<file path="src/rtl/uart_fifo_core.sv">
// Bus-attached UART: RX/TX circular byte FIFOs, sticky error flags and a
// level interrupt, with one-cycle registered acknowledge on a simple strobe bus.
module uart_fifo_core #(
  parameter int CLKS_PER_BIT = 347,
  parameter int FIFO_DEPTH   = 4
) (
  input  logic        clk_i,
  input  logic        rst_i,
  input  logic        stb_i,
  input  logic        we_i,
  input  logic [3:0]  sel_i,
  input  logic        adr2_i,
  input  logic [31:0] dat_i,
  output logic [31:0] dat_o,
  output logic        ack_o,
  input  logic        rx_i,
  output logic        tx_o,
  output logic        int_o
);

  localparam int            AW        = $clog2(FIFO_DEPTH);
  localparam int            CW        = AW + 1;
  localparam logic [15:0]   BIT_LAST  = 16'(CLKS_PER_BIT - 1);
  localparam logic [15:0]   HALF_LAST = 16'(CLKS_PER_BIT / 2 - 1);
  localparam logic [CW-1:0] DEPTH_C   = CW'(FIFO_DEPTH);

  typedef enum logic [2:0] {S_IDLE, S_START, S_DATA, S_STOP, S_WAIT} state_t;

  function automatic logic [3:0] sat4(input logic [CW-1:0] c);
    logic [7:0] w;
    w = 8'(c);
    return (w > 8'd15) ? 4'hF : w[3:0];
  endfunction

  logic          r_ack;
  logic [31:0]   r_dat;
  logic          r_rx_ie, r_tx_ie, r_rx_ovr, r_frm_err, r_tx_ovf;

  logic [7:0]    r_rxf_mem [FIFO_DEPTH];
  logic [AW-1:0] r_rxf_wp, r_rxf_rp;
  logic [CW-1:0] r_rxf_cnt;
  logic [7:0]    r_txf_mem [FIFO_DEPTH];
  logic [AW-1:0] r_txf_wp, r_txf_rp;
  logic [CW-1:0] r_txf_cnt;

  logic          r_rx_p0, r_rx_p1, r_rx_p2;
  state_t        r_rx_st, w_rx_nx;
  logic [15:0]   r_rx_cnt;
  logic [2:0]    r_rx_bit;
  logic [7:0]    r_rx_sh;

  state_t        r_tx_st, w_tx_nx;
  logic [15:0]   r_tx_cnt;
  logic [2:0]    r_tx_bit;
  logic [7:0]    r_tx_sh;
  logic          r_tx_o;

  logic          w_acc, w_wr, w_rd, w_ctl_wr, w_tx_push, w_rx_pop_req;
  logic          w_rx_empty, w_rx_full, w_tx_empty, w_tx_full, w_tx_idle;
  logic          w_rx_pop, w_tx_pop, w_rx_push, w_rx_frm, w_rx_sample;
  logic          w_rx_push_ok, w_tx_push_ok, w_rx_tick, w_tx_tick;
  logic          w_rx_line, w_tx_line;
  logic [2:0]    w_clr;
  logic [7:0]    w_rx_head, w_tx_head;
  logic [31:0]   w_rdata;
  logic          w_unused;

  // Bus decode: a strobe is accepted only while no acknowledge is pending.
  assign w_acc        = stb_i & ~r_ack;
  assign w_wr         = w_acc & we_i;
  assign w_rd         = w_acc & ~we_i;
  assign w_ctl_wr     = w_wr & adr2_i;
  assign w_tx_push    = w_wr & ~adr2_i & sel_i[3];
  assign w_rx_pop_req = w_rd & ~adr2_i & sel_i[3];
  assign w_clr        = (w_ctl_wr && sel_i[1]) ? dat_i[10:8] : 3'b000;
  assign w_unused     = ^{dat_i[23:11], dat_i[7:2], sel_i[2]};

  assign w_rx_empty   = (r_rxf_cnt == '0);
  assign w_rx_full    = (r_rxf_cnt == DEPTH_C);
  assign w_tx_empty   = (r_txf_cnt == '0);
  assign w_tx_full    = (r_txf_cnt == DEPTH_C);
  assign w_tx_idle    = w_tx_empty && (r_tx_st == S_IDLE);
  assign w_rx_head    = r_rxf_mem[r_rxf_rp];
  assign w_tx_head    = r_txf_mem[r_txf_rp];

  assign w_rx_pop     = w_rx_pop_req & ~w_rx_empty;
  // A push into a full FIFO still lands when the head leaves in the same cycle.
  assign w_rx_push_ok = w_rx_push & (~w_rx_full | w_rx_pop);
  assign w_tx_push_ok = w_tx_push & (~w_tx_full | w_tx_pop);

  assign dat_o = r_dat;
  assign ack_o = r_ack;
  assign tx_o  = r_tx_o;
  assign int_o = (r_rx_ie & ~w_rx_empty) | (r_tx_ie & w_tx_idle);

  always_comb begin
    w_rdata = '0;
    if (!adr2_i) begin
      if (sel_i[3] && !w_rx_empty) w_rdata[31:24] = w_rx_head;
      w_rdata[22] = w_tx_idle;
      w_rdata[21] = w_tx_idle;
      w_rdata[16] = ~w_rx_empty;
    end else begin
      w_rdata[0]     = r_rx_ie;
      w_rdata[1]     = r_tx_ie;
      w_rdata[8]     = r_rx_ovr;
      w_rdata[9]     = r_frm_err;
      w_rdata[10]    = r_tx_ovf;
      w_rdata[11]    = w_rx_full;
      w_rdata[12]    = w_tx_full;
      w_rdata[19:16] = sat4(r_rxf_cnt);
      w_rdata[27:24] = sat4(r_txf_cnt);
    end
  end

  always_ff @(posedge clk_i or posedge rst_i) begin
    if (rst_i) begin
      r_ack     <= 1'b0;
      r_dat     <= '0;
      r_rx_ie   <= 1'b0;
      r_tx_ie   <= 1'b0;
      r_rx_ovr  <= 1'b0;
      r_frm_err <= 1'b0;
      r_tx_ovf  <= 1'b0;
    end else begin
      r_ack <= w_acc;
      if (w_rd) r_dat <= w_rdata;
      if (w_ctl_wr && sel_i[0]) begin
        r_rx_ie <= dat_i[0];
        r_tx_ie <= dat_i[1];
      end
      r_rx_ovr  <= (r_rx_ovr & ~w_clr[0]) | (w_rx_push & w_rx_full & ~w_rx_pop);
      r_frm_err <= (r_frm_err & ~w_clr[1]) | w_rx_frm;
      r_tx_ovf  <= (r_tx_ovf & ~w_clr[2]) | (w_tx_push & w_tx_full & ~w_tx_pop);
    end
  end

  always_ff @(posedge clk_i or posedge rst_i) begin
    if (rst_i) begin
      r_rxf_wp  <= '0;
      r_rxf_rp  <= '0;
      r_rxf_cnt <= '0;
      r_txf_wp  <= '0;
      r_txf_rp  <= '0;
      r_txf_cnt <= '0;
    end else begin
      if (w_rx_push_ok) r_rxf_wp <= r_rxf_wp + AW'(1);
      if (w_rx_pop)     r_rxf_rp <= r_rxf_rp + AW'(1);
      case ({w_rx_push_ok, w_rx_pop})
        2'b10:   r_rxf_cnt <= r_rxf_cnt + CW'(1);
        2'b01:   r_rxf_cnt <= r_rxf_cnt - CW'(1);
        default: ;
      endcase
      if (w_tx_push_ok) r_txf_wp <= r_txf_wp + AW'(1);
      if (w_tx_pop)     r_txf_rp <= r_txf_rp + AW'(1);
      case ({w_tx_push_ok, w_tx_pop})
        2'b10:   r_txf_cnt <= r_txf_cnt + CW'(1);
        2'b01:   r_txf_cnt <= r_txf_cnt - CW'(1);
        default: ;
      endcase
    end
  end

  // Payload storage carries no reset; validity is tracked by pointers and counts.
  always_ff @(posedge clk_i) begin
    if (w_rx_push_ok) r_rxf_mem[r_rxf_wp] <= r_rx_sh;
    if (w_tx_push_ok) r_txf_mem[r_txf_wp] <= dat_i[31:24];
    if (w_rx_sample) r_rx_sh <= {w_rx_line, r_rx_sh[7:1]};
    if (w_tx_pop)
      r_tx_sh <= w_tx_head;
    else if (r_tx_st == S_DATA && w_tx_tick)
      r_tx_sh <= {1'b0, r_tx_sh[7:1]};
  end

  // Receiver: r_rx_p1 is the synchronized line, r_rx_p2 its previous value.
  assign w_rx_line = r_rx_p1;
  assign w_rx_tick = (r_rx_st == S_START) ? (r_rx_cnt == HALF_LAST)
                   : ((r_rx_st == S_DATA || r_rx_st == S_STOP) && r_rx_cnt == BIT_LAST);

  always_ff @(posedge clk_i or posedge rst_i) begin
    if (rst_i) begin
      r_rx_p0  <= 1'b1;
      r_rx_p1  <= 1'b1;
      r_rx_p2  <= 1'b1;
      r_rx_st  <= S_IDLE;
      r_rx_cnt <= '0;
      r_rx_bit <= '0;
    end else begin
      r_rx_p0  <= rx_i;
      r_rx_p1  <= r_rx_p0;
      r_rx_p2  <= r_rx_p1;
      r_rx_st  <= w_rx_nx;
      r_rx_cnt <= (w_rx_tick || r_rx_st == S_IDLE || r_rx_st == S_WAIT) ? '0 : r_rx_cnt + 16'd1;
      r_rx_bit <= (r_rx_st != S_DATA) ? '0 : (w_rx_tick ? r_rx_bit + 3'd1 : r_rx_bit);
    end
  end

  always_comb begin
    w_rx_nx = r_rx_st;
    case (r_rx_st)
      S_IDLE:  if (r_rx_p2 && !w_rx_line) w_rx_nx = S_START;
      S_START: if (w_rx_tick) w_rx_nx = w_rx_line ? S_IDLE : S_DATA;
      S_DATA:  if (w_rx_tick && r_rx_bit == 3'd7) w_rx_nx = S_STOP;
      S_STOP:  if (w_rx_tick) w_rx_nx = w_rx_line ? S_IDLE : S_WAIT;
      S_WAIT:  if (w_rx_line) w_rx_nx = S_IDLE;
      default: w_rx_nx = S_IDLE;
    endcase
  end

  always_comb begin
    w_rx_sample = 1'b0;
    w_rx_push   = 1'b0;
    w_rx_frm    = 1'b0;
    case (r_rx_st)
      S_DATA: w_rx_sample = w_rx_tick;
      S_STOP: begin
        w_rx_push = w_rx_tick & w_rx_line;
        w_rx_frm  = w_rx_tick & ~w_rx_line;
      end
      default: ;
    endcase
  end

  // Transmitter: tx_o is the registered copy of the per-state line level.
  assign w_tx_tick = (r_tx_st != S_IDLE) && (r_tx_cnt == BIT_LAST);

  always_ff @(posedge clk_i or posedge rst_i) begin
    if (rst_i) begin
      r_tx_st  <= S_IDLE;
      r_tx_cnt <= '0;
      r_tx_bit <= '0;
      r_tx_o   <= 1'b1;
    end else begin
      r_tx_st  <= w_tx_nx;
      r_tx_cnt <= (w_tx_tick || r_tx_st == S_IDLE) ? '0 : r_tx_cnt + 16'd1;
      r_tx_bit <= (r_tx_st != S_DATA) ? '0 : (w_tx_tick ? r_tx_bit + 3'd1 : r_tx_bit);
      r_tx_o   <= w_tx_line;
    end
  end

  always_comb begin
    w_tx_nx = r_tx_st;
    case (r_tx_st)
      S_IDLE:  if (!w_tx_empty) w_tx_nx = S_START;
      S_START: if (w_tx_tick) w_tx_nx = S_DATA;
      S_DATA:  if (w_tx_tick && r_tx_bit == 3'd7) w_tx_nx = S_STOP;
      S_STOP:  if (w_tx_tick) w_tx_nx = S_IDLE;
      default: w_tx_nx = S_IDLE;
    endcase
  end

  always_comb begin
    w_tx_pop  = 1'b0;
    w_tx_line = 1'b1;
    case (r_tx_st)
      S_IDLE:  w_tx_pop  = ~w_tx_empty;
      S_START: w_tx_line = 1'b0;
      S_DATA:  w_tx_line = r_tx_sh[0];
      default: w_tx_line = 1'b1;
    endcase
  end

endmodule

</file>
<file path="config.mk">
export PLATFORM = sky130hd
export DESIGN_NAME = uart_fifo_core
export DESIGN_NICKNAME = d
export VERILOG_FILES = /design/src/rtl/uart_fifo_core.sv
export SDC_FILE = /design/constraint.sdc
export NUM_CORES = 1
export LEC_CHECK = 0
export ABC_AREA = 1
export BUFFER_PORTS_ARGS = -buffer_cell sky130_fd_sc_hd__buf_2
export CORE_MARGIN = 2
export CORE_UTILIZATION = 30
export CTS_CLUSTER_SIZE = 25
export DETAILED_ROUTE_END_ITERATION = 10
export GPL_TIMING_DRIVEN = 0
export PLACE_DENSITY = 0.52
export RECOVER_POWER = 100
export SETUP_SLACK_MARGIN = 0.1
export SYNTH_ARGS = -nofsm -noshare
export SYNTH_HDL_FRONTEND = slang
export SYNTH_SLANG_ARGS = --single-unit
</file>
<file path="constraint.sdc">
create_clock -name clk_i -period 2.5 [get_ports clk_i]
set_input_delay 0.25 -clock clk_i [delete_from_list [all_inputs] [get_ports clk_i]]
set_output_delay 0.25 -clock clk_i [all_outputs]
set_load 0.01 [all_outputs]
</file>
* After elaboration in Yosys (flattened, before gate mapping)
Memories as Yosys holds them, arrays and structs flattened.
Cells that the tools add are included.
** Word-level totals
- Register bits after elaboration :: 105
- RAM bits :: 64
- Memories kept :: 2
** Memory list
- r_rxf_mem :: words 4, width 8, read ports 1, clocked after memory_dff 0, wr ports 1, line 39 : logic [7:0] r_rxf_mem [FIFO_DEPTH];
- r_txf_mem :: words 4, width 8, read ports 1, clocked after memory_dff 0, wr ports 1, line 42 : logic [7:0] r_txf_mem [FIFO_DEPTH];
** Operators by class
- Add/sub/neg operators :: 12
- Equality and inequality tests :: 29
- Mux-type cells :: 42
- Bitwise logic cells :: 41
- Reductions and logical operators :: 28
** Operators by type and width (count)
- $mux W3 :: 15
- $add A16 B1 Y16 const B :: 2
- $eq A16 B9 Y1 const B :: 2
- $mux W16 :: 2
- $mux W8 :: 3
- $and A1 B1 Y1 :: 22
- $eq A16 B8 Y1 const B :: 1
- $eq A3 B3 Y1 const B :: 5
- $pmux W3 S5 :: 1
- $not A1 Y1 :: 13
- $add A3 B1 Y3 const B :: 4
- $eq A3 B2 Y1 const B :: 4
- $logic_not A3 Y1 :: 4
- $ne A2 B2 Y1 const B :: 6
- $pmux W3 S2 :: 2
- $pmux W3 S4 :: 1
- $logic_and A1 B1 Y1 :: 10
- $mux W1 :: 10
- $reduce_bool A2 Y1 :: 5
- $add A2 B1 Y2 const B :: 4
- $mux W2 :: 4
- $mux W4 :: 2
- $eq A3 B1 Y1 const B :: 2
- $ne A2 B1 Y1 const B :: 3
- other kinds (12) :: 25

* Longest topological paths before layout
- Depth in word-level cells :: 10
- Mapped depth :: 15
- Depth with buffers taken out :: 15

* Least setup slack after synthesis
OpenSTA, ideal clock, no wires.
- Path type :: register to register
- Start point :: register r_tx_st[0]
- End point :: register r_txf_cnt[2]
- Library setup time :: 0.131 ns
- Arrival :: 2.278 ns
- Data required time :: 2.369 ns
- Setup slack :: 0.091 ns
- Cell stages (with the launch flop) :: 12
- Clock period less this slack :: 2.409 ns
- Path through :: dfrtp_1 -> inv_1 -> ha_1 -> inv_1 -> a21oi_2 -> clkbuf_1 -> ha_1 -> inv_1 -> fa_1 -> a21oi_1 -> o21ai_0 -> xor2_1
** On the way
- Word-level cells in the longest chain between the ends :: 6
** Ends and longest elaborated chain
- from (decl) :: line 52 : state_t r_tx_st, w_tx_nx;
- from (signal assigned) :: line 234 : r_tx_st <= w_tx_nx;
- $logic_not A3 Y1 * :: line 255 : case (r_tx_st)
- $mux W1 * :: line 255
- $or A1 B1 Y1 :: line 89 : assign w_tx_push_ok = w_tx_push & (~w_tx_full | w_tx_pop);
- $and A1 B1 Y1 :: line 89
- $eq A2 B1 Y1 or $eq A2 B2 Y1 (tied branches) :: line 156 : case ({w_tx_push_ok, w_tx_pop})
- $pmux W3 S2 or $reduce_bool A2 Y1 (tied branches)
- to (signal assigned) :: line 157 : 2'b10: r_txf_cnt <= r_txf_cnt + CW'(1);
- to (signal assigned) :: line 158 : 2'b01: r_txf_cnt <= r_txf_cnt - CW'(1);
- to (decl) :: line 44 : logic [CW-1:0] r_txf_cnt;
Every way passes the cells marked *; elsewhere a longest branch is shown, timed or not.
A chain may end at the register's enable or synchronous reset.

* Worst setup path after layout
- Start point :: register r_tx_st[0]
- End point :: memory r_txf_mem[3][3] (enable)
** On the way
- Word-level cells in the longest chain between the ends :: 6
** Ends and longest elaborated chain
- $logic_not A3 Y1 :: line 255
- $mux W1 :: line 255
- $or A1 B1 Y1 :: line 89
- $and A1 B1 Y1 :: line 89
- $mux W1 :: line 167 : if (w_tx_push_ok) r_txf_mem[r_txf_wp] <= dat_i[31:24];
- $mux W1 (not written as such) :: line 167
- to (decl) :: line 42
Every way passes these cells.

==> Flow_metrics.wiki <==
{| class="wikitable"
! Metric !! Value
|-
| Status || completed
|-
| Via count of the first global-routing pass || 4882
|-
| Antenna diode count || 0
|-
| Pint || 4.91 mW
|-
| Mapped Cells || 710
|-
| Library cells used by synthesis || 48
|-
| Most common cell in the synthesized netlist || nor2_1
|-
| Clock insertion delay at the later pin of the skew report || roughly 420 ps
|-
| Die Area || between 0.02 and 0.03 mm²
|-
| I/O pin cnt || 77
|-
| Net load switching power || between 2 and 2.5 mW
|-
| Inserted Clock Buffers || 17
|-
| Vias after detailed routing || 5035
|-
| Final routed wire length divided by cell count || 13.9 µm
|-
| Placeable core region || between 0.02 and 0.025 mm²
|-
| Synthesized-area fraction occupied by ao, oa, aoi and oai cells || just under 10%
|-
| Total area of multi-input combinational cells || about 0.0024 mm²
|-
| Kind of capture point of the worst setup path || flop
|-
| Final worst-path cycle share || 97.8%
|-
| Quantity of I/O buffers inserted on ports || 44
|-
| Remaining Overflow, GRT || 0
|-
| Slew headroom || a little under 10%
|-
| Area growth from synthesis to final layout || 16.0%
|-
| Filler cell count in the final layout || 2510
|-
| Yosys warnings || 0
|-
| Fraction of final layout cells sized beyond drive strength 1 || 12.8%
|-
| Arr. time, crit path || between 2000 and 2500 ps
|-
| Synthesized-area fraction occupied by and/or/nand/nor cells || approximately 18%
|-
| Vias per Instance || between 4 and 5
|-
| Area of the mapped netlist || approximately 0.0075 mm²
|-
| Area share of the leading cell type in the synthesized netlist || around a third
|-
| CP Class || flop to flop
|-
| Clock-pin slew of the registers on the worst-case setup and hold paths || about 70 ps
|-
| Cell area after placement || 0.00817 mm²
|-
| Number of failing setup endpoints in the final timing report || 0
|-
| Number of enable-type register cells in the synthesized netlist || 80
|-
| Fraction of the mapped netlist area in adder cells || roughly 4.2%
|-
| Routed WL || approximately 16000 µm
|-
| Fraction of power spent switching nets || around a third
|-
| Fin. Hold Viols || 0
|-
| Power Density || about 830 mW/mm²
|-
| Fraction of the yosys area taken by sequential cells || 61.1%
|-
| Register share of total power || 46.9%
|-
| Final design area excluding fillers || slightly below 0.009 mm²
|-
| Count of H-tree levels built during CTS || 4
|-
| Transition time at the pin with the least slew margin || around 1300 ps
|-
| TritonCTS clock tree || done
|-
| First-pass GRT wire length || 26100 µm
|-
| Gate power share || between 15 and 20%
|-
| Initial drt markers || 296
|-
| Yosys top cell by area || edfxtp_1
|-
| Multiplexer fraction of the synthesized cell area || 0%
|-
| Max-capacitance violation count || 0
|-
| TritonRoute pass-1 iters || 4
|-
| Xor/xnor share of the synthesized area || 1.17%
|-
| Net total in the final layout || 857
|-
| Die X || 162 µm
|-
| Final ANT Viol Nets || 0
|-
| Largest family of logic cells by synthesized area || simple AND/OR/NAND/NOR gates
|-
| Post-route minimum period || between 2000 and 2500 ps
|-
| Leading cell types by total area after synthesis || edfxtp_1 (32%), dfrtp_1 (28%), nor2_1 (5.5%)
|-
| Mean area per synthesized cell || roughly 11 µm²
|-
| Std-Cell Rows || 57
|-
| Final estimated routing congestion in global placement || around 0.78
|-
| Die span in y || 162 µm
|-
| HPWL Detailed || 11200 µm
|-
| Antenna violations before repair || 0
|-
| Post-synth top cells || nor2_1 (110), nand2_1 (90), dfrtp_1 (82)
|-
| Unrepaired setup endpoints after global routing || true
|-
| Num Clock Sinks || approximately 170
|-
| Post-route clock skew || just under 10 ps
|-
| #FFs+latches synth || between 150 and 200
|-
| CTS root buffer || clkbuf_16
|-
| Clock network fraction of design power || 33.5%
|-
| Max-slew violations || 0
|-
| Fraction of registers with async set/reset || 51.8%
|-
| Combined flip-flop and latch cell area || around 0.0046 mm²
|-
| Worst Setup Start Kind || flop
|-
| Setup TNS Final || 0 ps
|-
| Initial cell density of the core || 30.6%
|-
| Max clock buf depth || 2
|-
| Leakage dissipation || between 3 and 4 nW
|-
| Remaining DRCs || 0
|-
| Required time of the critical path || 2550 ps
|-
| Maximum number of pins on one net before global-route repair || 33
|-
| Crit-path max FO || 8
|-
| Maximum vdd drop || a little under 0.0004 V
|-
| Worst hold-check path type || input port to flop
|-
| Synth Flop Type || dfrtp_1
|-
| Overall global routing resource usage || between 10% and 20%
|-
| Peak Freq || around 410 MHz
|}
critical path: stages, from the launching register on:
cell	delay (ps)
dfrtp_1	410
inv_1	90
ha_1	230
inv_1	110
nand3_1	200
nand2_1	170
buf_4	200
nor2_1	660
worst paths after layout:
check                      cells after the start              end       start  slack [ps]
max                                            7  r_txf_mem[3][3]  r_tx_st[0]          60
min                                            2        dat_o[22]      adr2_i          40
max reg2reg                                    7  r_txf_mem[3][3]  r_tx_st[0]          60
min reg2reg                                    0          r_rx_p1     r_rx_p0         350
max in group asynchronous                      5        dat_o[24]       rst_i         360
min in group asynchronous                      3      r_rx_cnt[1]       rst_i         660
logic make-up after synthesis:
logic type | Yosys count
compound gates | 124
flops | 166
xor+xnor | 10
fa+ha+maj | 24
simple gates | 277
buf+inv | 108
other cells | 1
metrics by stage:
step                      total power, mW  hold WS, ps  instances  util [%]  worst slack (ps)
final                                7.19         40.9       1128      35.5              56.1
after CTS                            7.38         21.6       1126      35.9              25.5
after global routing                 7.65         32.5       1128      35.5              -125
after detailed placement             4.94          348       1091      33.5              -161
after global placement               4.91          347       1089      33.3              -163
after floorplan                      4.46          254        721         -               192
layout make-up:
| cell class | instances | area share, % |
|---|---|---|
| flip-flops and latches | 166 | 52.7 |
| multi-input cells | 447 | 28.3 |
| clock buffers | 18 | 4.96 |
| well taps | 324 | 4.68 |
| inverters | 83 | 3.61 |
| repair buffers | 51 | 2.85 |
| plain buffers | 25 | 1.75 |
| clock inverters | 14 | 1.17 |
power by group through the flow:
stage	clock network, mW	registers [mW]	logic, mW
floorplan	0	3.40	1.05
global placement	0	3.42	1.49
detailed placement	0	3.42	1.52
CTS	2.47	3.37	1.54
global route	2.59	3.42	1.64
finish	2.40	3.37	1.41
flip-flops by register name (all words and copies together), names as in the netlist, 2 cells and up:
name / flops
r_txf_rp: 2
r_rxf_mem: 32
r_tx_sh: 8
r_txf_wp: 2
r_rx_st: 3
dat_o: 19
r_rxf_rp: 2
r_txf_mem: 32
r_rx_bit: 3
r_rx_sh: 8
r_tx_st: 2
r_rx_cnt: 16
r_tx_cnt: 16
r_rxf_wp: 2
r_tx_bit: 3
r_txf_cnt: 3
r_rxf_cnt: 3
layout by cell type, fill, tap and decap left out, drive strengths merged, types with 11 or more instances in the layout:
cell | netlist | routed
buf | 16 | 33
inv | 81 | 86
conb | 1 | 12
edfxtp | 80 | 80
clkbuf | 9 | 59
a21oi | 31 | 31
nand2 | 96 | 96
o21ai | 57 | 57
nor2 | 118 | 118
ha | 22 | 22
nand3 | 34 | 34
nor3 | 11 | 11
dfrtp | 82 | 82
layer usage:
layer	global-route usage, %	vias to the layer above	part of all wire, %
met5	0	-	0
met4	4.10	0	1.3
met3	2.76	11	4.4
met2	18.8	77	44
met1	18.8	2406	51
li1	-	2541	-
timing repair:
| action | in CTS | in global routing |
|---|---|---|
| resized for setup | 6 | 8 |
| buffers inserted | 1 | 2 |
| hold buffers | 2 | 0 |
| pin swaps | 0 | 2 |
| endpoints found under the hold margin | 25 | 0 |
| endpoints found under the setup margin | 66 | 39 |
| gates cloned | 0 | 0 |
Power figures use the tool's default switching activity.
